`src/rtl/viterbi_k3_pkg.sv`:
```
`default_nettype none
// ============================================================================
//  Module      : viterbi_k3_pkg
//  Description : Shared constants, FSM encoding and trellis helper functions
//                for the rate-1/2, K=3 Viterbi decoder (g0=7, g1=5).
//  Revision    : 1.0  initial release
// ============================================================================
package viterbi_k3_pkg;

    localparam int         NUM_STATES = 4;
    localparam logic [2:0] G0         = 3'b111;
    localparam logic [2:0] G1         = 3'b101;

    typedef enum logic [0:0] {
        ST_IDLE = 1'b0,
        ST_RUN  = 1'b1
    } acs_state_t;

    // Encoder output {c0,c1} when input bit u is shifted into state {s1,s0}.
    // The shift register is {u,s1,s0}, so masking with the generator and
    // reducing with XOR yields c0 = u^s1^s0 and c1 = u^s0.
    function automatic logic [1:0] exp_sym(input logic [1:0] state, input logic u);
        logic [2:0] w_reg;
        w_reg = {u, state};
        return {^(w_reg & G0), ^(w_reg & G1)};
    endfunction

    // Hamming distance between two 2-bit symbols (0..2).
    function automatic logic [1:0] hamming2(input logic [1:0] a, input logic [1:0] b);
        return 2'(a[1] ^ b[1]) + 2'(a[0] ^ b[0]);
    endfunction

endpackage
`default_nettype wire

```
`src/rtl/acs_unit.sv`:
```
`default_nettype none
// ============================================================================
//  Module      : acs_unit
//  Description : Add-compare-select for one next state. Adds each
//                predecessor metric to its branch metric at PM_W+1 bits and
//                keeps the smaller sum; on a tie the even predecessor wins.
//  Ports       : pm0/pm1  - predecessor path metrics (even / odd)
//                bm0/bm1  - branch metrics for the two transitions
//                pm_new   - selected candidate, one bit wider than a PM
//                dec      - 1 when the odd predecessor was selected
//  Revision    : 1.0  initial release
// ============================================================================
module acs_unit #(
    parameter int PM_W = 6
) (
    input  logic [PM_W-1:0] pm0,
    input  logic [PM_W-1:0] pm1,
    input  logic [1:0]      bm0,
    input  logic [1:0]      bm1,
    output logic [PM_W:0]   pm_new,
    output logic            dec
);

    logic [PM_W:0] w_cand0;
    logic [PM_W:0] w_cand1;

    assign w_cand0 = {1'b0, pm0} + {{(PM_W-1){1'b0}}, bm0};
    assign w_cand1 = {1'b0, pm1} + {{(PM_W-1){1'b0}}, bm1};

    // Strict compare so that equal candidates keep the even predecessor.
    assign dec    = (w_cand1 < w_cand0);
    assign pm_new = dec ? w_cand1 : w_cand0;

endmodule
`default_nettype wire

```
`src/rtl/viterbi_acs_k3.sv`:
```
`default_nettype none
// ============================================================================
//  Module      : viterbi_acs_k3
//  Description : Hard-decision ACS stage of the K=3 Viterbi decoder. Keeps
//                four path metrics, updates them once per accepted symbol
//                and reports per-state survivor decisions plus the best
//                state/metric with one cycle of latency. Frames of FRAME_LEN
//                symbols are bracketed by an IDLE/RUN controller.
//  Ports       : clk, rst (async, active-low), start, sym_in[1:0], sym_valid
//                busy, dec_out[3:0], dec_valid, best_state[1:0],
//                best_pm[PM_W-1:0], sym_count[CNT_W-1:0], frame_done
//  Revision    : 1.0  initial release
// ============================================================================
module viterbi_acs_k3
    import viterbi_k3_pkg::*;
#(
    parameter int PM_W      = 6,
    parameter int INIT_BIAS = 8,
    parameter int FRAME_LEN = 16,
    parameter int CNT_W     = 8
) (
    input  logic             clk,
    input  logic             rst,
    input  logic             start,
    input  logic [1:0]       sym_in,
    input  logic             sym_valid,
    output logic             busy,
    output logic [3:0]       dec_out,
    output logic             dec_valid,
    output logic [1:0]       best_state,
    output logic [PM_W-1:0]  best_pm,
    output logic [CNT_W-1:0] sym_count,
    output logic             frame_done
);

    localparam logic [PM_W-1:0]  c_init_bias = PM_W'(INIT_BIAS);
    localparam logic [PM_W:0]    c_half      = (PM_W+1)'(2 ** (PM_W - 1));
    localparam logic [CNT_W-1:0] c_frame_len = CNT_W'(FRAME_LEN);

    acs_state_t            r_state;
    acs_state_t            w_state_nxt;
    logic [PM_W-1:0]       r_pm       [NUM_STATES];
    logic [PM_W-1:0]       w_src_pm   [NUM_STATES];
    logic [PM_W:0]         w_acs_pm   [NUM_STATES];
    logic [PM_W-1:0]       w_new_pm   [NUM_STATES];
    logic [NUM_STATES-1:0] w_dec;
    logic                  w_norm;
    logic [1:0]            w_best_state;
    logic [PM_W-1:0]       w_best_pm;
    logic                  w_full;
    logic                  w_accept;
    logic                  w_done_nxt;
    logic [CNT_W-1:0]      w_count_nxt;

    logic [3:0]            r_dec_out;
    logic                  r_dec_valid;
    logic [1:0]            r_best_state;
    logic [PM_W-1:0]       r_best_pm;
    logic [CNT_W-1:0]      r_sym_count;
    logic                  r_frame_done;

    // ------------------------------------------------------------------
    // Frame control
    // ------------------------------------------------------------------
    // Once the last symbol of a frame is in, the frame is closed in the
    // following cycle, so further symbols are refused while w_full holds.
    assign w_full   = (r_sym_count == c_frame_len);
    assign w_accept = sym_valid && (start || ((r_state == ST_RUN) && !w_full));

    always_comb begin
        w_state_nxt = r_state;
        w_done_nxt  = 1'b0;
        case (r_state)
            ST_IDLE: begin
                if (start) begin
                    w_state_nxt = ST_RUN;
                end
            end
            ST_RUN: begin
                // A restart takes priority over closing the frame.
                if (!start && w_full) begin
                    w_state_nxt = ST_IDLE;
                    w_done_nxt  = 1'b1;
                end
            end
            default: begin
                w_state_nxt = ST_IDLE;
            end
        endcase
    end

    always_comb begin
        w_count_nxt = r_sym_count;
        if (start) begin
            w_count_nxt = '0;
        end
        if (w_accept) begin
            w_count_nxt = w_count_nxt + CNT_W'(1);
        end
    end

    // ------------------------------------------------------------------
    // Add-compare-select
    // ------------------------------------------------------------------
    // A start in the same cycle as a symbol must see the initial metrics,
    // so the ACS sources are swapped to the init values while start is high.
    always_comb begin
        for (int i = 0; i < NUM_STATES; i++) begin
            w_src_pm[i] = start ? ((i == 0) ? '0 : c_init_bias) : r_pm[i];
        end
    end

    for (genvar ns = 0; ns < NUM_STATES; ns++) begin : g_acs
        // Next state {u,s1} is reached from {s1,0} and {s1,1}.
        localparam logic [1:0] c_ns = 2'(ns);
        localparam logic [1:0] c_p0 = {c_ns[0], 1'b0};
        localparam logic [1:0] c_p1 = {c_ns[0], 1'b1};

        logic [1:0] w_bm0;
        logic [1:0] w_bm1;

        assign w_bm0 = hamming2(sym_in, exp_sym(c_p0, c_ns[1]));
        assign w_bm1 = hamming2(sym_in, exp_sym(c_p1, c_ns[1]));

        acs_unit #(
            .PM_W (PM_W)
        ) u_acs (
            .pm0    (w_src_pm[c_p0]),
            .pm1    (w_src_pm[c_p1]),
            .bm0    (w_bm0),
            .bm1    (w_bm1),
            .pm_new (w_acs_pm[ns]),
            .dec    (w_dec[ns])
        );
    end

    // Metrics only matter relative to each other, so when every one of them
    // has reached the upper half the common offset is removed. The spread of
    // the four metrics stays small, which keeps the result inside PM_W bits.
    always_comb begin
        w_norm = 1'b1;
        for (int i = 0; i < NUM_STATES; i++) begin
            if (w_acs_pm[i] < c_half) begin
                w_norm = 1'b0;
            end
        end
        for (int i = 0; i < NUM_STATES; i++) begin
            w_new_pm[i] = PM_W'(w_norm ? (w_acs_pm[i] - c_half) : w_acs_pm[i]);
        end
    end

    // Ascending scan with strict compare: lowest index wins ties.
    always_comb begin
        w_best_state = '0;
        w_best_pm    = w_new_pm[0];
        for (int i = 1; i < NUM_STATES; i++) begin
            if (w_new_pm[i] < w_best_pm) begin
                w_best_pm    = w_new_pm[i];
                w_best_state = 2'(i);
            end
        end
    end

    // ------------------------------------------------------------------
    // State registers
    // ------------------------------------------------------------------
    always_ff @(posedge clk or negedge rst) begin
        if (!rst) begin
            r_state      <= ST_IDLE;
            r_dec_out    <= '0;
            r_dec_valid  <= 1'b0;
            r_best_state <= '0;
            r_best_pm    <= '0;
            r_sym_count  <= '0;
            r_frame_done <= 1'b0;
            for (int i = 0; i < NUM_STATES; i++) begin
                r_pm[i] <= (i == 0) ? '0 : c_init_bias;
            end
        end else begin
            r_state      <= w_state_nxt;
            r_dec_valid  <= w_accept;
            r_frame_done <= w_done_nxt;
            r_sym_count  <= w_count_nxt;
            if (w_accept) begin
                r_dec_out    <= w_dec;
                r_best_state <= w_best_state;
                r_best_pm    <= w_best_pm;
                for (int i = 0; i < NUM_STATES; i++) begin
                    r_pm[i] <= w_new_pm[i];
                end
            end else if (start) begin
                for (int i = 0; i < NUM_STATES; i++) begin
                    r_pm[i] <= w_src_pm[i];
                end
            end
        end
    end

    assign busy       = (r_state == ST_RUN);
    assign dec_out    = r_dec_out;
    assign dec_valid  = r_dec_valid;
    assign best_state = r_best_state;
    assign best_pm    = r_best_pm;
    assign sym_count  = r_sym_count;
    assign frame_done = r_frame_done;

endmodule
`default_nettype wire
```
`config.mk`:
```
export PLATFORM = sky130hd
export DESIGN_NAME = viterbi_acs_k3
export DESIGN_NICKNAME = d
export VERILOG_FILES = /design/src/rtl/viterbi_k3_pkg.sv /design/src/rtl/acs_unit.sv /design/src/rtl/viterbi_acs_k3.sv
export SDC_FILE = /design/constraint.sdc
export NUM_CORES = 1
export LEC_CHECK = 0
export ABC_AREA = 0
export BUFFER_PORTS_ARGS = -buffer_cell sky130_fd_sc_hd__buf_2
export CORE_MARGIN = 4
export CORE_UTILIZATION = 58
export DETAILED_ROUTE_END_ITERATION = 8
export GPL_ROUTABILITY_DRIVEN = 0
export PLACE_DENSITY = 0.77
export SLEW_MARGIN = 20
export SYNTH_ARGS = -nofsm -noshare
export SYNTH_HDL_FRONTEND = slang
export SYNTH_HIERARCHICAL = 1
export SYNTH_SLANG_ARGS = --single-unit
```
`constraint.sdc`:
```
create_clock -name clk -period 8.5 [get_ports clk]
set_input_delay 1.275 -clock clk [delete_from_list [all_inputs] [get_ports clk]]
set_output_delay 1.275 -clock clk [all_outputs]
set_load 0.03 [all_outputs]
```
* Yosys cells after proc, flatten, opt, wreduce, memory -nomap -nowiden *
Cells that the tools add are included.

operators by class
  add/sub/neg operators = 17
  $lt $le $gt $ge = 11
  equal/unequal tests = 1
  muxes and demuxes = 31
  bitwise gates (word level) = 3
  reductions and logical operators = 7

operators by type and width
  operator             count
  $mux 6               11
  $add 6x2->7          8
  $mux 24              2
  $lt 7x6->1 const B   4
  $lt 7x7->1           4
  $mux 7               4
  $sub 6x6->6 const B  4
  $lt 6x6->1           3
  $mux 8               2
  $mux 1               9
  $add 1x1->2          4
  $add 8x1->8 const B  1
  $eq 8x5->1 const B   1
  $mux 2               2
  $logic_and 1x1->1    3
  $not 1->1            3
  $logic_not 1->1      2
  $pmux 1 s2           1
  $reduce_bool 2->1    1
  $logic_or 1x1->1     1

word-level totals
  register bits after elaboration = 47
  input bits = 6
  output and inout bits = 23

* Logic depth before layout (Yosys ltp) *
Gate-level depths: netlist (run 1).

  word-level depth = 17
  gate-level depth with buffers = 36

* By module *
The synthesis (run 1) kept the hierarchy.

by module, submodules not included
  module                          times used  cells each  area an instance (um^2)
  viterbi_acs_k3                  1           276         2771.4
  acs_unit at g_acs[1].u_acs ...  3           62          493.0
  acs_unit at g_acs[0].u_acs      1           62          490.5

* Worst setup path before layout (run 1) *
OpenSTA, ideal clock, no wires.

  kind = input -> register
  start point = input start
  end point = register r_best_pm[1] (netlist: best_pm[1])
  library setup time = 0.126 ns
  arrival = 7.690 ns
  required time = 8.374 ns
  path slack = 0.684 ns
  cell stages on the path = 34
  path through = clkbuf_1 > clkbuf_1 > nor2b_1 > ha_1 > inv_1 > fa_1 > nor3b_1 > inv_1 > ha_1 > nand4_1 > and3_1 > o21ai_2 > mux2i_1 > inv_1 > ha_1 > a21o_1 > a21oi_1 > o22ai_2 > nor2_4 > a21oi_1 > ha_1 > o21ai_0 > o41a_1 > o21ai_1 > mux2_2 > ha_1 > a21o_1 > a21o_1 > a21oi_1 > nand2_1 > inv_1 > o211a_1 > nor4_1 > a221o_1

RTL lines
  item                  line                   text
  start, declared       viterbi_acs_k3.sv:24   input logic start,
  end signal, assigned  viterbi_acs_k3.sv:187  r_best_pm <= w_best_pm;
  end, declared         viterbi_acs_k3.sv:58   logic [PM_W-1:0] r_best_pm;

* Worst setup path in the final report (run 1) *
  start point = input sym_in[0]
  end point = register r_best_pm[1] (netlist: best_pm[1])

RTL lines
  item                   line                   text
  start, declared        viterbi_acs_k3.sv:25   input logic [1:0] sym_in,
  $add 1x1->2 (*)        viterbi_k3_pkg.sv:30   return 2'(a[1] ^ b[1]) + 2'(a[0] ^ b[0]);
  via g_acs[0].w_bm0[0]  viterbi_acs_k3.sv:119  logic [1:0] w_bm0;
  $add 6x2->7            acs_unit.sv:27         assign w_cand0 = {1'b0, pm0} + {{(PM_W-1){1'b0}}, bm0};
  $lt 7x7->1             acs_unit.sv:31         assign dec = (w_cand1 < w_cand0);
  $mux 7                 acs_unit.sv:32         assign pm_new = dec ? w_cand1 : w_cand0;
  $lt 7x6->1             viterbi_acs_k3.sv:143  if (w_acs_pm[i] < c_half) begin
  $mux 1 (4 in a row)    viterbi_acs_k3.sv:143
  $mux 6                 viterbi_acs_k3.sv:148  w_new_pm[i] = PM_W'(w_norm ? (w_acs_pm[i] - c_half) : w_acs_pm[i]);
  $lt 6x6->1             viterbi_acs_k3.sv:157  if (w_new_pm[i] < w_best_pm) begin
  $mux 6                 viterbi_acs_k3.sv:157
  $lt 6x6->1             viterbi_acs_k3.sv:157
  $mux 6                 viterbi_acs_k3.sv:157
  $lt 6x6->1             viterbi_acs_k3.sv:157
  $mux 6 (*)             viterbi_acs_k3.sv:157

Mark *: on every way through the listed nets, which the timed path passes. The rest lies on a longest branch.
A chain may end at the register's enable or synchronous reset.

==> results.yml, run 1 <==
status:
  outcome: "completed"
final_layout:
  n_antenna_cell: 0
  fin_area_sq_um: 5243
  n_fill_cell: 637
  fin_nets: 635
  areaGrowthSynthToFinish_pct: 10.58
  drive_gt1_share_pct: 19.33
setup_path:
  crit_arrival_ns: 8.28
  cp_max_fo: 7
  cp_common_cell: "ha_1"
  slowest_delay_ns: 0.46
  endpoint_kind: "register"
  cp_slowest_cell: "o41a_1"
  critPathKind: "in -> reg"
  required_ns: 8.70
  crit_path_start_kind: "input port"
die:
  num_io_pins: 29
  die_h_microns: 98.41
  coreArea_sq_um: 7848
  start_util_pct: 60.41
  dieArea_sq_um: 9685
  rows: 32
  dieWidth_microns: 98.41
logic_synthesis:
  synth_nets: 596
  yosys_warnings: 6
  netlist_area_sq_um: 4741
  ys_seq_area_share_pct: 24.89
  netlist-cell-type-count: 54
  synth-edff-count: 0
  syn-instance-count: 524
  synth.ff_latch_count: 47
  async_flop_share_pct: 100.0
  syn_avg_cell_area_sq_um: 9.047
  synthFlopType: "dfrtp_1"
timing:
  fin_crit_ns: 8.079
  hold_violations: 0
  grt_setup_unrepaired: "no"
  slew_viol_final: 0
  fin_crit_sh_pct: 95.05
  fmax_mhz: 123.8
  fin_skew_ns: 0.004778
  tightest_slew_ns: 0.5892
  setup_viol: 0
  finalWorstSetupSlack_ns: 0.4210
  slew_headroom_pct: 59.60
place:
  dp_hpwl_microns: 8662
  preCtsSetupSlack_ns: -0.05696
  placed_area_sq_um: 5046
  portBuffers: 28
clock_tree:
  clockRootBuffer: "clkbuf_8"
  cts_buffer_depth: 2
  tritoncts: "yes"
  htree_levels: 2
  clkSinkCount: 47
  clkTransAtPathRegs_ns: 0.10
  cts_buffers: 5
  insertion_delay_ns: 0.31
flow_run:
  maxCapViolations: 0
power:
  ir_worst_vdd_uv: 160.6
  p_comb_share_pct: 66.9
  p_leak_nw: 2.572
  pwr-share-seq_pct: 20.9
  p_sw_w: 0.0006602
  swShare_pct: 46.45
  p_per_area_nw_per_um2: 271.1
  power_frac_clock_pct: 12.2
  internal_power_w: 0.0007611
routing:
  wirelength_microns: 11390
  drtPass1Iterations: 4
  avgRoutedWirePerCell_microns: 17.11
  vias: 3895
  remaining_drc_errors: 0
  drtIter0Drc: 279
  ant_nets: 0
  via_per_inst: 5.848
global_routing:
  overflow: 0
  grt_pass1_vias: 3896
  grt_pass1_wl_microns: 19060
  grt_max_degree: 48
  antenna_found_initial: 0
  grt_usage_pct: 23.73
hold_path:
  hp-class: "reg -> reg"
-- synthesized netlist by cell type (all sizes together), types with 2 or more instances --
cell / n / area (sq um)
and3: 7 / 43.79
xor2: 24 / 217.7
a31oi: 8 / 50.05
nor4: 4 / 25.02
a221o: 3 / 30.03
mux2: 31 / 367.9
and4: 4 / 35.03
inv: 67 / 261.5
ha: 58 / 725.7
nand4: 10 / 62.56
dfrtp: 44 / 1101
nand2b: 5 / 31.28
a21o: 18 / 135.1
or3: 2 / 12.51
nor2: 30 / 127.6
nor2b: 30 / 187.7
mux2i: 22 / 224.0
xnor2: 20 / 175.2
o21ai: 16 / 95.08
fa: 8 / 160.2
nand3: 12 / 60.06
or2: 3 / 18.77
a21oi: 12 / 60.06
nand2: 41 / 153.9
clkbuf: 8 / 30.03
o21a: 5 / 37.54
o211ai: 3 / 22.52
nand3b: 5 / 37.54
dfstp: 3 / 78.83
nor3b: 4 / 30.03
buf: 3 / 22.52
o22ai: 2 / 25.02
-- flip-flops by register name, summed over array words and instances, names as in the netlist --
register,count
sym_count,8
dec_out,4
dec_valid,1
r_pm,24
best_state,2
frame_done,1
best_pm,6
busy,1
-- worst max-delay path, delay by kind of cell --
family / cells / cell delay (ns)
fa+ha+maj: 7 / 1.92
buf+inv: 6 / 0.56
compound gates: 13 / 2.83
mux: 2 / 0.71
xor+xnor: 1 / 0.20
simple gates: 6 / 0.78
-- layout by cell type, fill, tap and decap left out, types with 7 or more instances in the layout --
cell,instances
nand4_1,10
nand3_1,12
ha_1,58
xnor2_1,20
fa_1,8
inv_1,63
and3_1,7
mux2_2,22
nor2_1,28
dfrtp_1,44
a21oi_1,11
a21o_1,18
buf_2,27
nor2b_1,27
a31oi_1,8
xor2_1,22
nand2_1,41
mux2i_1,17
buf_4,15
o21ai_0,11
-- repair_timing --
action	CTS	global route
setup buffers	0	2
endpoints found under the setup margin	0	6
gates resized for setup	0	13
hold buffers	0	0
-- per-stage QoR --
stage / hold slack, ns / util [%] / cells / total power [W] / setup TNS, ns
after CTS: 0.4898 / 65.74 / 663 / 0.001370 / 0
after global placement: 0.4565 / 64.30 / 655 / 0.001170 / 0
after floorplan: 0.6456 / - / 524 / 0.0009711 / 0
final: 0.4916 / 66.80 / 666 / 0.001421 / 0
after detailed placement: 0.4608 / 64.30 / 655 / 0.001194 / -0.1462
after global routing: 0.5208 / 66.80 / 666 / 0.001535 / 0
-- layout make-up --
| class | instances | area, sq um | share of cell area (%) |
|---|---|---|---|
| Sequential cell | 47 | 1180 | 22.51 |
| Tap cell | 102 | 127.6 | 2.434 |
| Clock buffer | 5 | 68.82 | 1.313 |
| Clock inverter | 3 | 43.79 | 0.8353 |
| Inverter | 68 | 265.3 | 5.060 |
| Timing Repair Buffer | 42 | 247.7 | 4.726 |
| Multi-Input combinational cell | 399 | 3309 | 63.13 |
-- power by group through the flow --
stage	Clock (W)	Combinational (W)	Sequential [W]
global placement	0	0.000869	0.000300
detailed placement	0	0.000894	0.000301
CTS	0.000174	0.000899	0.000297
floorplan	0	0.000625	0.000346
global route	0.000184	0.00105	0.000303
finish	0.000173	0.000951	0.000297
-- logic make-up (layout without fill, tap and decap cells) --
kind of cell             count (synthesis)  after routing  share of synthesized area, %
AND/OR/NAND/NOR                        163            164                         18.37
AO/OA/AOI/OAI                           72             72                         10.58
flip-flops                              47             47                         24.89
XOR/XNOR                                44             44                         8.287
buffers and inverters                   79            118                         6.704
adder cells (fa/ha/maj)                 66             66                         18.69
multiplexers                            53             53                         12.48
-- routing by layer --
layer | vias to the layer above | track usage (%) | share of wire, %
met5 | - | 0 | 0
met4 | 0 | 3.256 | 1.2
met3 | 15 | 2.194 | 3.6
met2 | 91 | 41.08 | 49
met1 | 1915 | 33.14 | 46
li1 | 1874 | - | -
-- final timing paths --
check	startpoint	to	slack (ns)	cells after the start
setup / recovery	sym_in[0]	best_pm[1]	0.42	35
hold / removal	dec_out[1]	dec_out[1]	0.49	2
setup reg to reg	r_pm[12]	best_pm[1]	1.50	33
hold reg to reg	dec_out[1]	dec_out[1]	0.49	2
max in group asynchronous	rst	r_pm[21]	7.11	1
min in group asynchronous	rst	r_pm[2]	0.98	1
(Power assumes the default switching activity.)
==> run 2, diff against run 1 <==
--- a/config.mk
+++ b/config.mk
@@ -12,6 +12,7 @@
 export DETAILED_ROUTE_END_ITERATION = 8
 export GPL_ROUTABILITY_DRIVEN = 0
 export PLACE_DENSITY = 0.77
+export REMOVE_ABC_BUFFERS = 1
 export SLEW_MARGIN = 20
 export SYNTH_ARGS = -nofsm -noshare
 export SYNTH_HDL_FRONTEND = slang
==> results.yml, run 2 (synthesized netlist as in run 1, its figures left out) <==
place:
  placed_area_sq_um: 5054
  preCtsSetupSlack_ns: -0.08977
  place.detailed.instances: 656
  portBuffers: 28
  dp_hpwl_microns: 8748
die:
  rows: 32
  start_util_pct: 60.41
  num_io_pins: 29
  dieWidth_microns: 98.41
  coreArea_sq_um: 7848
  die_h_microns: 98.41
  dieArea_sq_um: 9685
setup_path:
  r2r_cells: 34
  cp_common_cell: "ha_1"
  reg2reg_from: "r_pm[12]"
  slowest_delay_ns: 0.47
  path_buf_inv: 7
  critPathKind: "in -> reg"
  crit_path_start_kind: "input port"
  crit_arrival_ns: 8.27
  crit_end: "best_pm[1]"
  cp_max_fo: 7
  cp_num_cells: 35
  crit_family: "compound AO/OA/AOI/OAI gates"
  endpoint_kind: "register"
  required_ns: 8.70
  r2r_end: "best_pm[1]"
  startpoint: "sym_in[0]"
  cp_slowest_cell: "o41a_1"
  rrSetupSlack_ns: 1.46
final_layout:
  drive_gt1_share_pct: 19.93
  fin_area_sq_um: 5260
  fin_nets: 638
  finalNonFillerCells: 669
  n_antenna_cell: 0
  layout_commonest_cell: "inv_1"
  areaGrowthSynthToFinish_pct: 10.95
  n_fill_cell: 633
  layout_common_cells: "inv_1 (63), ha_1 (58), dfrtp_1 (44)"
  largest-register: "r_pm"
  largest_reg_flops: 24
clock_tree:
  clockRootBuffer: "clkbuf_8"
  tritoncts: "yes"
  cts_buffers: 5
  clkSinkCount: 47
  htree_levels: 2
  cts_hold_buf: 0
  insertion_delay_ns: 0.31
  cts_buffer_depth: 2
  clkTransAtPathRegs_ns: 0.10
timing:
  slew_viol_final: 0
  fin_crit_ns: 8.062
  setup_viol: 0
  fmax_mhz: 124.0
  finalWorstSetupSlack_ns: 0.4376
  tightest_slew_ns: 0.6949
  fin_skew_ns: 0.01714
  hold_violations: 0
  hold-worst-slack_ns: 0.4755
  fin_crit_sh_pct: 94.85
  slew_headroom_pct: 53.58
global_routing:
  met1_usage_pct: 30.92
  grtUsageMet3_pct: 4.246
  overflow: 0
  grt.busiest_layer: "met2"
  grt_pass1_wl_microns: 19200
  met2_usage_pct: 41.71
  grt_usage_pct: 24.24
  antenna_found_initial: 0
  grt_max_degree: 48
  grt_pass1_vias: 4089
routing:
  drtPass1Iterations: 4
  wirelength_microns: 11400
  vias: 3860
  ant_nets: 0
  remaining_drc_errors: 0
  via_per_inst: 5.770
  drtIter0Drc: 222
  avgRoutedWirePerCell_microns: 17.04
flow_run:
  maxCapViolations: 0
hold_path:
  hp-class: "reg -> reg"
  min_from: "dec_out[2]"
status:
  outcome: "completed"
power:
  p_total_w: 0.001445
  p_per_area_nw_per_um2: 274.8
  ir_worst_vdd_uv: 347.2
  p_leak_nw: 2.569
run 2: what timing repair did:
item / 4_1_cts / 5_1_grt
gates resized for setup: 0 / 14
setup endpoints to repair: 0 / 8
hold endpoints to repair: 0 / 0
setup buffers: 0 / 4
run 2: power by group:
group | total, W | leakage, nW | switching [W] | internal, W
clock network | 0.000166 | 0.0514 | 0.0000785 | 0.0000879
registers | 0.000296 | 0.607 | 0.0000175 | 0.000278
logic | 0.000983 | 1.91 | 0.000571 | 0.000411
total | 0.00145 | 2.57 | 0.000667 | 0.000778
run 2: routing by layer:
layer  routed length (microns)  vias up
met2                      5559       90
met3                       563       26
met1                      5002     1867
li1                          -     1877
met4                       278        0
met5                         0        -
run 2: worst min-delay path, stage by stage (launching register included):
cell and delay [ns]:
dfrtp_1 0.35, nand2_1 0.05, nand2_1 0.05
run 2: worst min-delay path by stage:
stage	end	depth (start not counted)
global route	dec_out[1]	2
detailed placement	dec_out[1]	2
floorplan	frame_done	2
global placement	dec_out[0]	2
finish	dec_out[2]	2
CTS	dec_out[1]	2
run 2: final cells by class:
| type | count | area, sq um | share of cell area [%] |
|---|---|---|---|
| clock buffer | 6 | 72.57 | 1.380 |
| inverter | 68 | 265.3 | 5.043 |
| multi-input combinational | 399 | 3309 | 62.92 |
| timing repair buffer | 45 | 267.8 | 5.090 |
| tap | 102 | 127.6 | 2.426 |
| sequential | 47 | 1180 | 22.43 |
| clock inverter | 2 | 37.54 | 0.7136 |
run 2: per-stage QoR:
step / util, % / TNS [ns]
global route: 67.03 / -0.03163
global placement: 64.40 / 0
finish: 67.03 / 0
floorplan: - / 0
CTS: 65.80 / 0
detailed placement: 64.40 / -0.2433
==> run 3, diff against run 2 <==
--- a/config.mk
+++ b/config.mk
@@ -11,9 +11,10 @@
 export CORE_UTILIZATION = 58
 export DETAILED_ROUTE_END_ITERATION = 8
 export GPL_ROUTABILITY_DRIVEN = 0
+export MAX_ROUTING_LAYER = met4
 export PLACE_DENSITY = 0.77
 export REMOVE_ABC_BUFFERS = 1
-export SLEW_MARGIN = 20
+export SETUP_SLACK_MARGIN = 0.2
 export SYNTH_ARGS = -nofsm -noshare
 export SYNTH_HDL_FRONTEND = slang
 export SYNTH_HIERARCHICAL = 1
==> results.yml, run 3 (synthesized netlist as in run 1, its figures left out) <==
clock_tree:
  clkSinkCount: 47
  cts_buffers: 5
  insertion_delay_ns: 0.31
  htree_levels: 2
  cts_hold_buf: 0
  clockRootBuffer: "clkbuf_8"
  clkTransAtPathRegs_ns: 0.10
  tritoncts: "yes"
  cts_buffer_depth: 2
power:
  p_comb_share_pct: 68.7
  p_per_area_nw_per_um2: 278.0
  p_leak_nw: 2.583
  power_frac_clock_pct: 11.3
  pwr-share-seq_pct: 20.0
  internal_power_w: 0.0007995
  p_sw_w: 0.0006793
  swShare_pct: 45.93
  ir_worst_vdd_uv: 311.1
die:
  coreArea_sq_um: 7848
  start_util_pct: 60.41
  num_io_pins: 29
  dieWidth_microns: 98.41
  rows: 32
  dieArea_sq_um: 9685
  die_h_microns: 98.41
place:
  preCtsSetupSlack_ns: -0.08977
  dp_hpwl_microns: 8748
  portBuffers: 28
global_routing:
  grt_pass1_vias: 4090
  antenna_found_initial: 0
  overflow: 0
  grt_usage_pct: 24.95
  grt_pass1_wl_microns: 19190
  grt_max_degree: 48
routing:
  remaining_drc_errors: 0
  via_per_inst: 5.826
  wirelength_microns: 11510
  vias: 3915
  drtPass1Iterations: 4
  ant_nets: 0
  drtIter0Drc: 200
  avgRoutedWirePerCell_microns: 17.13
setup_path:
  endpoint_kind: "register"
  crit_family: "compound AO/OA/AOI/OAI gates"
  critPathKind: "in -> reg"
  cp_slowest_cell: "o41a_1"
  crit_path_start_kind: "input port"
  required_ns: 8.71
  cp_common_cell: "ha_1"
  path_buf_inv: 4
  slowest_delay_ns: 0.46
  crit_arrival_ns: 8.13
  cp_max_fo: 27
hold_path:
  hp-class: "reg -> reg"
final_layout:
  largest_reg_flops: 24
  fin_nets: 641
  seqCellArea_sq_um: 1180
  layout_commonest_cell: "inv_1"
  largest-register: "r_pm"
  n_fill_cell: 617
  drive_gt1_share_pct: 21.05
  multi_input_area_sq_um: 3344
  layout_common_cells: "inv_1 (63), ha_1 (56), dfrtp_1 (44)"
  areaGrowthSynthToFinish_pct: 12.22
  n_antenna_cell: 0
  utilization_pct: 67.79
timing:
  hold_violations: 0
  fin_skew_ns: 0.01699
  setup_viol: 0
  fin_crit_sh_pct: 93.17
  finalWorstSetupSlack_ns: 0.5802
  hold-worst-slack_ns: 0.4760
  tightest_slew_ns: 0.6925
  slew_headroom_pct: 53.74
  fin_crit_ns: 7.920
  slew_viol_final: 0
  grt_setup_unrepaired: "no"
  fmax_mhz: 126.3
status:
  outcome: "completed"
flow_run:
  maxCapViolations: 0
[run 3: changes by cell type in the layout (fill, tap and decap cells not counted), sizes merged]
cell and delta:
clkbuf +1, buf +2
[run 3: power by group through the flow]
stage               clock network (W)  logic (W)  registers, W
detailed placement                  0   0.000899      0.000300
global route                 0.000180    0.00111      0.000303
finish                       0.000167    0.00102      0.000296
global placement                    0   0.000872      0.000299
CTS                          0.000171   0.000909      0.000296
floorplan                           0   0.000623      0.000346
[run 3: repair_timing]
action,CTS,global route
setup buffers,0,7
cloned,0,1
endpoints found under the setup margin,3,8
pin swaps,0,7
resized for setup,1,22
hold endpoints to repair,0,0
[run 3: worst paths after layout]
path	from	end	slack [ns]	cells after the start
setup reg to reg	r_pm[12]	best_pm[2]	1.58	34
hold / removal	dec_out[2]	dec_out[2]	0.48	2
hold reg to reg	dec_out[2]	dec_out[2]	0.48	2
max in group asynchronous	rst	r_pm[16]	7.00	2
min in group asynchronous	rst	r_pm[19]	1.06	2
setup / recovery	start	best_pm[2]	0.58	32
[run 3: cell type report]
class                      instances  share of cell area [%]
inverter                          68                   4.986
timing repair buffer              48                   5.503
sequential                        47                   22.18
multi-input combinational        399                   62.86
clock inverter                     2                  0.7056
tap                              102                   2.399
clock buffer                       6                   1.364
[run 3: stage by stage]
step / std cells / TNS, ns / power (W) / cell area, sq um
after floorplan: 513 / 0 / 0.0009689 / 4688
after global placement: 656 / 0 / 0.001171 / 5054
after detailed placement: 656 / -0.2433 / 0.001199 / 5054
after CTS: 664 / 0 / 0.001376 / 5166
after global routing: 672 / 0 / 0.001594 / 5320
final: 672 / 0 / 0.001479 / 5320
[run 3: per-layer routing]
metal | routed length (microns) | up-vias | track usage (%)
li1 | - | 1888 | -
met1 | 5053 | 1890 | 30.88
met2 | 5598 | 110 | 41.71
met3 | 557 | 27 | 4.246
met4 | 303 | 0 | 7.878
met5 | 0 | - | -
[run 3: worst min-delay path, stage by stage (launching register included)]
cell and delay (ns):
dfrtp_1 0.35, nand2_1 0.05, nand2_1 0.05
